`src/rtl/tile_dump_uart_tx.sv`:
```
// tile_dump_uart_tx: reads the 8x80 square-wave tile buffer through its spare
// read port and sends it over UART (8N1, LSB first) as an ASCII screen dump.
// Each row is sent as one character per tile followed by CR LF.
//
// Handshake and timing notes:
//   start is level-sampled only in IDLE; busy covers the whole dump and drops
//   in the same cycle that the one-cycle done pulse is raised.
//   rd_addr is {row, col} straight from the position registers, so it changes
//   on the edge that enters FETCH. The RAM returns data two edges later, and
//   rd_data is captured on the edge that ends the first START cycle.
//   Each byte takes FETCH + WAIT + 10 bit times (10*CLKS_PER_BIT+2 cycles).
//   CLKS_PER_BIT must be at least 2.
module tile_dump_uart_tx #(
    parameter int CLKS_PER_BIT = 434,
    parameter int ROWS         = 8,
    parameter int COLS         = 80
) (
    input  logic       clk,
    input  logic       rst_n,
    input  logic       start,
    output logic [9:0] rd_addr,
    input  logic [2:0] rd_data,
    output logic       tx,
    output logic       busy,
    output logic       done
);

    localparam int BW = $clog2(CLKS_PER_BIT);
    localparam logic [BW-1:0] BAUD_LAST = BW'(CLKS_PER_BIT - 1);
    localparam logic [2:0]    ROW_LAST  = 3'(ROWS - 1);
    localparam logic [6:0]    COL_LAST  = 7'(COLS - 1);

    // LOAD and NEXT never occupy a cycle: LOAD is merged into the first START
    // cycle and NEXT into the last STOP cycle. They are listed for reference.
    typedef enum logic [2:0] {
        IDLE, FETCH, WAIT, LOAD, START, DATA, STOP, NEXT
    } state_t;

    // Which character of the current row is being sent.
    typedef enum logic [1:0] {
        POS_TILE, POS_CR, POS_LF
    } pos_t;

    state_t         state;
    state_t         state_next;
    pos_t           pos;
    logic [2:0]     row;
    logic [6:0]     col;
    logic [BW-1:0]  baud_cnt;
    logic [2:0]     bit_idx;
    logic [7:0]     shreg;
    logic [7:0]     load_byte;
    logic           baud_last;
    logic           dump_end;
    logic           done_next;

    assign rd_addr   = {row, col};
    assign busy      = (state != IDLE);
    assign baud_last = (baud_cnt == BAUD_LAST);
    assign dump_end  = (pos == POS_LF) && (row == ROW_LAST);

    // Character for the current position: tile glyph, CR or LF.
    always_comb begin
        load_byte = 8'h2E;
        case (pos)
            POS_TILE: load_byte = rd_data[2] ? {6'b001100, rd_data[1:0]} : 8'h2E;
            POS_CR:   load_byte = 8'h0D;
            POS_LF:   load_byte = 8'h0A;
            default:  load_byte = 8'h2E;
        endcase
    end

    // State register.
    always_ff @(posedge clk or negedge rst_n) begin
        if (!rst_n) state <= IDLE;
        else        state <= state_next;
    end

    // Next-state logic and the end-of-dump strobe.
    always_comb begin
        state_next = state;
        done_next  = 1'b0;
        case (state)
            IDLE:  if (start) state_next = FETCH;
            FETCH: state_next = WAIT;
            WAIT:  state_next = START;
            START: if (baud_last) state_next = DATA;
            DATA:  if (baud_last && bit_idx == 3'd7) state_next = STOP;
            STOP: begin
                if (baud_last) begin
                    if (dump_end) begin
                        state_next = IDLE;
                        done_next  = 1'b1;
                    end else begin
                        state_next = FETCH;
                    end
                end
            end
            default: state_next = IDLE;
        endcase
    end

    // Serial line: high except during the start bit and data bits.
    always_comb begin
        tx = 1'b1;
        case (state)
            START:   tx = 1'b0;
            DATA:    tx = shreg[0];
            default: tx = 1'b1;
        endcase
    end

    // Datapath: baud/bit counters, shift register, screen position, done pulse.
    always_ff @(posedge clk or negedge rst_n) begin
        if (!rst_n) begin
            pos      <= POS_TILE;
            row      <= 3'd0;
            col      <= 7'd0;
            baud_cnt <= '0;
            bit_idx  <= 3'd0;
            shreg    <= 8'hFF;
            done     <= 1'b0;
        end else begin
            done <= done_next;
            if (state == START || state == DATA || state == STOP)
                baud_cnt <= baud_last ? '0 : baud_cnt + 1'b1;
            else
                baud_cnt <= '0;
            case (state)
                IDLE: begin
                    bit_idx <= 3'd0;
                    if (start) begin
                        pos <= POS_TILE;
                        row <= 3'd0;
                        col <= 7'd0;
                    end
                end
                START: begin
                    if (baud_cnt == '0) shreg <= load_byte;
                end
                DATA: begin
                    if (baud_last) begin
                        shreg   <= {1'b1, shreg[7:1]};
                        bit_idx <= bit_idx + 3'd1;
                    end
                end
                STOP: begin
                    if (baud_last) begin
                        case (pos)
                            POS_TILE: begin
                                if (col == COL_LAST) pos <= POS_CR;
                                else                 col <= col + 7'd1;
                            end
                            POS_CR: pos <= POS_LF;
                            default: begin
                                if (row != ROW_LAST) begin
                                    row <= row + 3'd1;
                                    col <= 7'd0;
                                    pos <= POS_TILE;
                                end
                            end
                        endcase
                    end
                end
                default: ;
            endcase
        end
    end

endmodule
```
`config.mk`:
```
export PLATFORM = sky130hd
export DESIGN_NAME = tile_dump_uart_tx
export DESIGN_NICKNAME = d
export VERILOG_FILES = /design/src/rtl/tile_dump_uart_tx.sv
export SDC_FILE = /design/constraint.sdc
export NUM_CORES = 1
export LEC_CHECK = 0
export ABC_CLOCK_PERIOD_IN_PS = 6140
export BUFFER_PORTS_ARGS = -buffer_cell sky130_fd_sc_hd__buf_4
export CAP_MARGIN = 20
export CORE_MARGIN = 5
export CORE_UTILIZATION = 35
export DETAILED_ROUTE_END_ITERATION = 8
export RECOVER_POWER = 25
export SLEW_MARGIN = 20
export SYNTH_ARGS = -nofsm -noshare
export SYNTH_HDL_FRONTEND = slang
export SYNTH_SLANG_ARGS = --single-unit
```
`constraint.sdc`:
```
create_clock -name clk -period 6.14 [get_ports clk]
set_input_delay 1.228 -clock clk [delete_from_list [all_inputs] [get_ports clk]]
set_output_delay 1.228 -clock clk [all_outputs]
set_load 0.05 [all_outputs]
```
Word-level counts from Yosys, hierarchy flattened

Cells that the tools add are included.

Equality and inequality tests: 25
$add $sub $neg: 4
Reduce and logical (&&, ||, !) cells: 18
Mux-type cells: 36

Operator list:

| cell                | number |
|---|---|
| $mux 7              | 4 |
| $pmux 7 s2          | 2 |
| $mux 3              | 9 |
| $mux 9              | 2 |
| $pmux 3 s6          | 1 |
| $pmux 6 s3          | 1 |
| $mux 8              | 2 |
| $pmux 8 s2          | 1 |
| $eq 3x3->1 const B  | 5 |
| $ne 2x2->1 const B  | 7 |
| $pmux 3 s2          | 2 |
| $reduce_and 5->1    | 2 |
| $add 9x1->9 const B | 1 |
| $eq 9x9->1 const B  | 1 |
| $logic_not 9->1     | 1 |
| $ne 3x3->1 const B  | 3 |
| $mux 2              | 4 |
| $pmux 2 s2          | 2 |
| $add 7x1->7 const B | 1 |
| $eq 7x7->1 const B  | 1 |
| $add 3x1->3 const B | 2 |
| $reduce_and 6->1    | 1 |
| $reduce_bool 2->1   | 3 |
| $mux 5              | 1 |
| other kinds (18)    | 24 |

Register bits: 36
Word-level logic and storage cells: 91
Bits of input ports: 6
Output and inout port bits: 13

Logic depth before layout (Yosys ltp)

Gate-level depths: netlist of the first run.

Word-level depth: 5
Depth in mapped cells: 7

Least setup slack after synthesis of the first run

Ideal clock, no wire load.

Kind: register to output
Start point: register state[0]
End point: output busy
Data required time: 4912 ps
Arrival: 1054 ps
Path slack: 3858 ps
Cell stages (with the launch flop): 4
Path buffers: 1
Cells stage by stage: dfrtp_1 buf_2 nor3_1 inv_1

Word-level cells in the longest chain between the ends: 1

Ends and longest elaborated chain:

| what                   | line | text |
|---|---|---|
| from (decl)            | 44   | `state_t state;` |
| from (signal assigned) | 76   | `else state <= state_next;` |
| $reduce_bool 3->1      | 58   | `assign busy = (state != IDLE);` |
| to (decl)              | 24   | `output logic busy,` |

No other way between the ends.

Worst setup path in the final report of the first run

Same ends and word-level chain as after synthesis.

==> results.py, run 1 <==
metrics = {
    "outcome": {
        "status": "complete, but fails checks",
        "violations": "capacitance limit, slew limit",
    },
    "logic_synthesis": {
        "syn_area_per_cell_um2": 9.767,
        "ys.flop_type": "dfrtp_1",
        "syn-num-nets": 247,
        "async_flop_share": 1.000,
        "ys_types": 54,
        "synth-seq-cells": 36,
        "synth_area_leader_cell": "dfrtp_1",
        "synth_area_um2": 2217,
        "ys_seq_area_frac": 0.4108,
        "synthTopCellsByArea": "dfrtp_1, dfstp_2, ha_1",
        "synthCells": 227,
        "yosys.cell_count.top_type": "dfrtp_1",
        "synth_common_cells": "dfrtp_1, nand2_1, nor2_1",
        "netlist.area_leader.share": 0.3160,
        "ys_warn_count": 0,
        "synth_edf_count": 0,
    },
    "layout": {
        "final_cells": 319,
        "drive_gt1_frac": 0.1653,
        "fin_nets": 261,
        "antenna_cells": 0,
        "synthToLayoutAreaGrowth_pct": 12.36,
    },
    "timing": {
        "hold_viol": 0,
        "maxSlewViolCount": 37,
        "clock-skew-final_ns": 0.005989,
        "fin_tns_setup_ns": 0,
        "setup_viol": 0,
        "fin_crit_ns": 2.736,
        "max_slew_margin": -0.3130,
        "fmax_mhz": 365.5,
        "rsz0062_at_grt": "no",
        "min_period_over_period": 0.4457,
        "tightest_slew_ns": 1.969,
    },
    "detailed_routing": {
        "num_vias": 1707,
        "drc": 0,
        "dr.pass1.iters": 7,
        "ant_nets": 0,
        "drt-total-wl_um": 4528,
        "drt_iter0_drc": 93,
        "wl_per_cell_um": 14.19,
        "vias_per_cell": 5.351,
    },
    "global_routing": {
        "grtUsageMet3": 0.02828,
        "grt_pass1_vias": 1591,
        "grt_max_degree": 37,
        "globalRouteOverflowTotal": 0,
        "busiest_layer": "met1",
        "gr-usage-met1": 0.1865,
        "track_usage": 0.1254,
        "grt_pass1_wl_um": 7866,
        "antenna_found_initial": 0,
        "grtUsageMet2": 0.1789,
    },
    "pwr": {
        "switching_share": 0.4065,
        "power_density_nw_per_um2": 377.5,
        "p_sw_uw": 382.3,
        "power_uw": 940.4,
        "intPower_uw": 558.1,
        "ir_worst_vdd_v": 0.0001853,
        "p_leak_uw": 0.001142,
        "p_comb_frac": 0.402,
        "seq_power_share": 0.379,
        "clkPwrFrac": 0.219,
    },
    "clocking": {
        "cts_setup_buffers": 0,
        "clock_latency_ns": 0.29,
        "path_clk_slew_ns": 0.07,
        "cts_buffer_depth": 2,
        "cts_tree": "done",
        "numCtsBuffers": 5,
        "clock_sinks": 36,
        "cts_htree_levels": 2,
        "postCtsResizedCells": 0,
        "cts-root-buf": "clkbuf_8",
        "ctsHoldBuffers": 0,
    },
    "setup_path": {
        "cpLargestDelayFamily": "flip-flops",
        "crit_path_cell_trace": "nor3_1 > inv_1 > buf_4",
        "crit_path_max_fanout": 14,
        "critPathLaunchType": "flop",
        "worstPathArrival_ns": 1.51,
        "cp_slowest_cell": "dfrtp_1",
        "worstPathRequired_ns": 4.91,
        "path_buf_inv": 2,
        "criticalPathCategory": "reg -> out",
        "cp_slowest_stage_delay_ns": 0.51,
        "critPathCaptureType": "output pin",
    },
    "die": {
        "dieArea_um2": 8026,
        "initial_core_util": 0.3553,
        "die_w_um": 89.59,
        "coreArea_um2": 6241,
        "io_pins": 19,
        "num_rows": 29,
        "die_h_um": 89.59,
    },
    "placed_design": {
        "port_buffers": 18,
        "placed_cells": 311,
        "dp_hpwl_um": 3179,
        "place_congestion": 0.7461,
    },
    "hold_path": {
        "hp-class": "reg -> reg",
    },
    "job": {
        "maxCapViolCount": 1,
    },
}
state kept, by name, indices dropped and copies added (netlist names):
| signal | count |
|---|---|
| pos | 2 |
| bit_idx | 3 |
| baud_cnt | 9 |
| state | 3 |
| col | 7 |
| done | 1 |
| row | 3 |
| shreg | 8 |
worst register-to-register path, cell delays in order (launching register included):
cell and delay [ns]:
dfrtp_1 0.42, inv_1 0.17, ha_1 0.52, nor2b_1 0.12, a311o_1 0.42, a22oi_1 0.25
mux2_1 0.35
kinds of logic (layout without fill, tap and decap cells):
family          Yosys count  after routing  share of synthesized area
flops                    36             36                     0.4108
mux                      13             13                    0.06490
simple gates             92             92                     0.2308
buf+inv                  24             39                    0.04966
xor+xnor                  7              7                    0.02765
compound gates           41             41                     0.1371
fa+ha+maj                14             14                    0.07901
cells in the final DEF (no fill, tap or decap), types with 3 or more instances in the layout:
master,n
inv_1,13
a22o_1,3
nand2b_1,3
o21ai_0,5
a31oi_1,5
dfrtp_1,28
nor2_1,20
buf_4,17
clkbuf_8,5
a211o_1,4
nand3b_1,3
ha_1,14
nand3_1,11
nand2_1,22
nand4b_1,3
nand4_1,3
dfstp_2,8
and3_1,7
o22ai_1,3
xnor2_1,5
nor3_1,5
mux2_1,7
mux2i_1,5
per-layer routing:
| layer | up-vias | routed length [µm] |
|---|---|---|
| li1 | 845 | - |
| met1 | 827 | 2343 |
| met2 | 29 | 1950 |
| met3 | 6 | 182 |
| met4 | 0 | 52 |
| met5 | - | 0 |
metrics by stage:
| step | utilization | hold slack, ns | setup WS [ns] | area (µm²) |
|---|---|---|---|---|
| CTS | 0.3998 | 0.4682 | 3.386 | 2495 |
| global placement | 0.3825 | 0.4551 | 3.762 | 2387 |
| floorplan | - | 0.4445 | 3.858 | 2217 |
| global route | 0.3992 | 0.4853 | 3.077 | 2491 |
| finish | 0.3992 | 0.4658 | 3.404 | 2491 |
| detailed placement | 0.3825 | 0.4570 | 3.716 | 2387 |
layout make-up:
type | instances | area, µm²
multi-input combinational | 167 | 1196
clock buffer | 6 | 72.57
sequential | 36 | 910.9
clock inverter | 2 | 35.03
inverter | 13 | 48.80
fill | 627 | 3750
timing repair buffer | 18 | 131.4
tap | 77 | 96.34
final timing paths:
check,startpoint,end,slack (ns),cells past startpoint
setup / recovery,state[0]$_DFFE_PN0P_,busy,3.40,3
max in group asynchronous,rst_n,state[2]$_DFFE_PN0P_,3.52,1
hold reg to reg,shreg[6]$_DFFE_PN1P_,shreg[6]$_DFFE_PN1P_,0.47,2
min in group asynchronous,rst_n,col[4]$_DFFE_PN0P_,1.49,1
hold / removal,shreg[6]$_DFFE_PN1P_,shreg[6]$_DFFE_PN1P_,0.47,2
setup reg to reg,pos[0]$_DFFE_PN0P_,col[1]$_DFFE_PN0P_,3.77,6
power groups by stage:
stage	logic, µW	clock network (µW)	registers, µW
2_1_floorplan	299	0	358
5_1_grt	426	226	367
3_3_place_gp	379	0	358
6_report	378	205	357
4_1_cts	383	214	355
3_5_place_dp	380	0	359
Power figures use the tool's default switching activity.
==> run 2: changes to the inputs <==
- ABC_AREA: default -> 1
- ABC_CLOCK_PERIOD_IN_PS: 6140 -> 2800
- clock period: 6.14 -> 2.8 ns (I/O delays scaled with it)
==> run 2 against run 1 <==
Effect of this change:
- the run still ends with capacitance limit, slew limit left
- sequential power rose by 120%
- die area rose by 5.8%
- sequential cell count did not move
- critical path type is now in -> async
- design area rose by 7.0%
- register-to-register slack got worse by 2.8 ns
- clock-buffer cell count rose by 2
- first-iteration DRC count fell by 32%
- synthesized area rose by 6.5%
==> results.py, run 2 <==
metrics = {
    "outcome": {
        "status": "complete, but fails checks",
        "violations": "capacitance limit, slew limit",
    },
    "layout": {
        "largest-register": "baud_cnt",
        "fin_nets": 352,
        "top_regs": "baud_cnt (9), shreg (8), col (7)",
        "antenna_cells": 0,
        "synthToLayoutAreaGrowth_pct": 12.82,
        "drive_gt1_frac": 0.1682,
        "fillers": 713,
        "multi_input_area_um2": 1282,
        "ff_latch_area_um2": 910.9,
        "final_cell_area_um2": 2665,
        "final_cell_mix": "nand2_1, inv_1, nor2_1, nand3_1, dfrtp_1",
        "final_common_cell": "nand2_1",
        "largest_reg_flops": 9,
    },
    "detailed_routing": {
        "wl_per_cell_um": 11.89,
        "drc": 0,
        "drt_iter0_drc": 63,
        "vias_per_cell": 4.760,
        "drt-total-wl_um": 4912,
        "num_vias": 1966,
        "ant_nets": 0,
        "dr.pass1.iters": 4,
    },
    "placed_design": {
        "placed_area_um2": 2589,
        "post-place-ws_ns": 1.022,
        "place_congestion": 0.8459,
        "port_buffers": 18,
        "dp_hpwl_um": 3706,
    },
    "timing": {
        "clock-skew-final_ns": 0.008808,
        "fin_tns_setup_ns": 0,
        "min_period_over_period": 0.6993,
        "fin_crit_ns": 1.958,
        "maxSlewViolCount": 37,
        "hold_viol": 0,
        "worst_slack_ns": 0.8419,
        "fmax_mhz": 510.7,
        "tightest_slew_ns": 1.980,
        "rsz0062_at_grt": "no",
        "max_slew_margin": -0.3203,
        "setup_viol": 0,
    },
    "setup_path": {
        "r2r_setup_slack_ns": 1.00,
        "criticalPathCategory": "in -> async",
        "path_buf_inv": 1,
        "reg2reg_from": "pos[0]$_DFFE_PN0P_",
        "cp_slowest_cell": "clkbuf_1",
        "worstPathRequired_ns": 2.80,
        "crit_path_cell_trace": "clkbuf_1",
        "worstPathArrival_ns": 1.96,
        "startpoint": "rst_n",
        "crit_path_max_fanout": 36,
        "cp_slowest_stage_delay_ns": 1.39,
        "critPathLaunchType": "primary input",
        "critPathCaptureType": "asynchronous set/reset pin",
        "cpLargestDelayFamily": "buffers and inverters",
    },
    "die": {
        "coreArea_um2": 6681,
        "die_h_um": 92.16,
        "die_w_um": 92.16,
        "initial_core_util": 0.3536,
        "num_rows": 30,
        "dieArea_um2": 8493,
        "io_pins": 19,
    },
    "pwr": {
        "switching_share": 0.4627,
        "seq_power_share": 0.355,
        "power_uw": 2230,
        "p_sw_uw": 1032,
        "clkPwrFrac": 0.162,
        "power_density_nw_per_um2": 836.6,
        "p_leak_uw": 0.001368,
        "p_comb_frac": 0.483,
        "ir_worst_vdd_v": 0.0005021,
        "intPower_uw": 1198,
    },
    "logic_synthesis": {
        "ys_seq_area_frac": 0.3856,
        "synth_area_um2": 2362,
        "synth_edf_count": 0,
        "synthTopCellsByArea": "dfrtp_1, nand2_1, dfstp_2",
        "synth_common_cells": "nand2_1, inv_1, nor2_1",
        "yosys.cell_count.top_type": "nand2_1",
        "synth_area_leader_cell": "dfrtp_1",
        "ys_warn_count": 0,
        "ys_types": 29,
        "async_flop_share": 1.000,
        "synthCells": 309,
        "synth-seq-cells": 36,
        "netlist.area_leader.share": 0.2966,
        "syn_area_per_cell_um2": 7.645,
        "syn-num-nets": 329,
        "ys.flop_type": "dfrtp_1",
    },
    "clocking": {
        "cts_setup_buffers": 0,
        "cts-root-buf": "clkbuf_8",
        "clock_latency_ns": 0.29,
        "ctsHoldBuffers": 0,
        "postCtsResizedCells": 0,
        "cts_buffer_depth": 2,
        "path_clk_slew_ns": 0.07,
        "numCtsBuffers": 5,
        "cts_htree_levels": 2,
        "clock_sinks": 36,
        "cts_tree": "done",
    },
    "global_routing": {
        "track_usage": 0.1253,
        "antenna_found_initial": 0,
        "globalRouteOverflowTotal": 0,
        "grt_pass1_wl_um": 8728,
        "grt_max_degree": 37,
        "grt_pass1_vias": 1947,
    },
    "job": {
        "maxCapViolCount": 1,
    },
    "hold_path": {
        "hp-start": "shreg[7]$_DFFE_PN1P_",
        "hp-class": "reg -> reg",
    },
}
-- run 2: per-stage QoR --
| stage | utilization | hold WS (ns) | cells |
|---|---|---|---|
| after floorplan | - | 0.2644 | 309 |
| after CTS | 0.3994 | 0.2326 | 413 |
| after detailed placement | 0.3875 | 0.4583 | 405 |
| final | 0.3989 | 0.4654 | 413 |
| after global routing | 0.3989 | 0.4847 | 413 |
| after global placement | 0.3875 | 0.4580 | 405 |
-- run 2: cells by family after synthesis --
kind of cell    count (synthesis)  share of synthesized area
fa+ha+maj                      14                    0.07415
buf+inv                        44                    0.07150
flops                          36                     0.3856
simple gates                  182                     0.3872
xor+xnor                        4                    0.01483
compound gates                 29                    0.06674
-- run 2: path summary, 6_finish.rpt --
path,to,depth (start not counted)
max in group clk,tx,4
min in group asynchronous,baud_cnt[4]$_DFF_PN0_,1
hold reg to reg,shreg[7]$_DFFE_PN1P_,2
hold / removal,shreg[7]$_DFFE_PN1P_,2
setup / recovery,bit_idx[0]$_DFFE_PN0P_,1
setup reg to reg,row[0]$_DFFE_PN0P_,8
-- run 2: power groups by stage --
stage	Clock (µW)	Combinational, µW	Sequential (µW)
detailed placement	0	1090	800
global placement	0	1080	797
finish	361	1080	792
global route	401	1230	814
floorplan	0	813	817
CTS	381	1090	793
-- run 2: cell type report --
cell class,count,area share
Sequential cell,36,0.3418
Tap cell,80,0.03756
Inverter,42,0.06009
Timing Repair Buffer,18,0.04930
Multi-Input combinational cell,229,0.4812
Clock buffer,8,0.03005
-- run 2: per-layer routing --
metal / part of all wire / wire (µm) / vias up / global-route usage
li1: - / - / 1031 / -
met1: 0.51 / 2487 / 906 / 0.1605
met2: 0.45 / 2212 / 23 / 0.2117
met3: 0.030 / 149 / 6 / 0.02625
met4: 0.013 / 62 / 0 / 0.03713
met5: 0 / 0 / - / 0
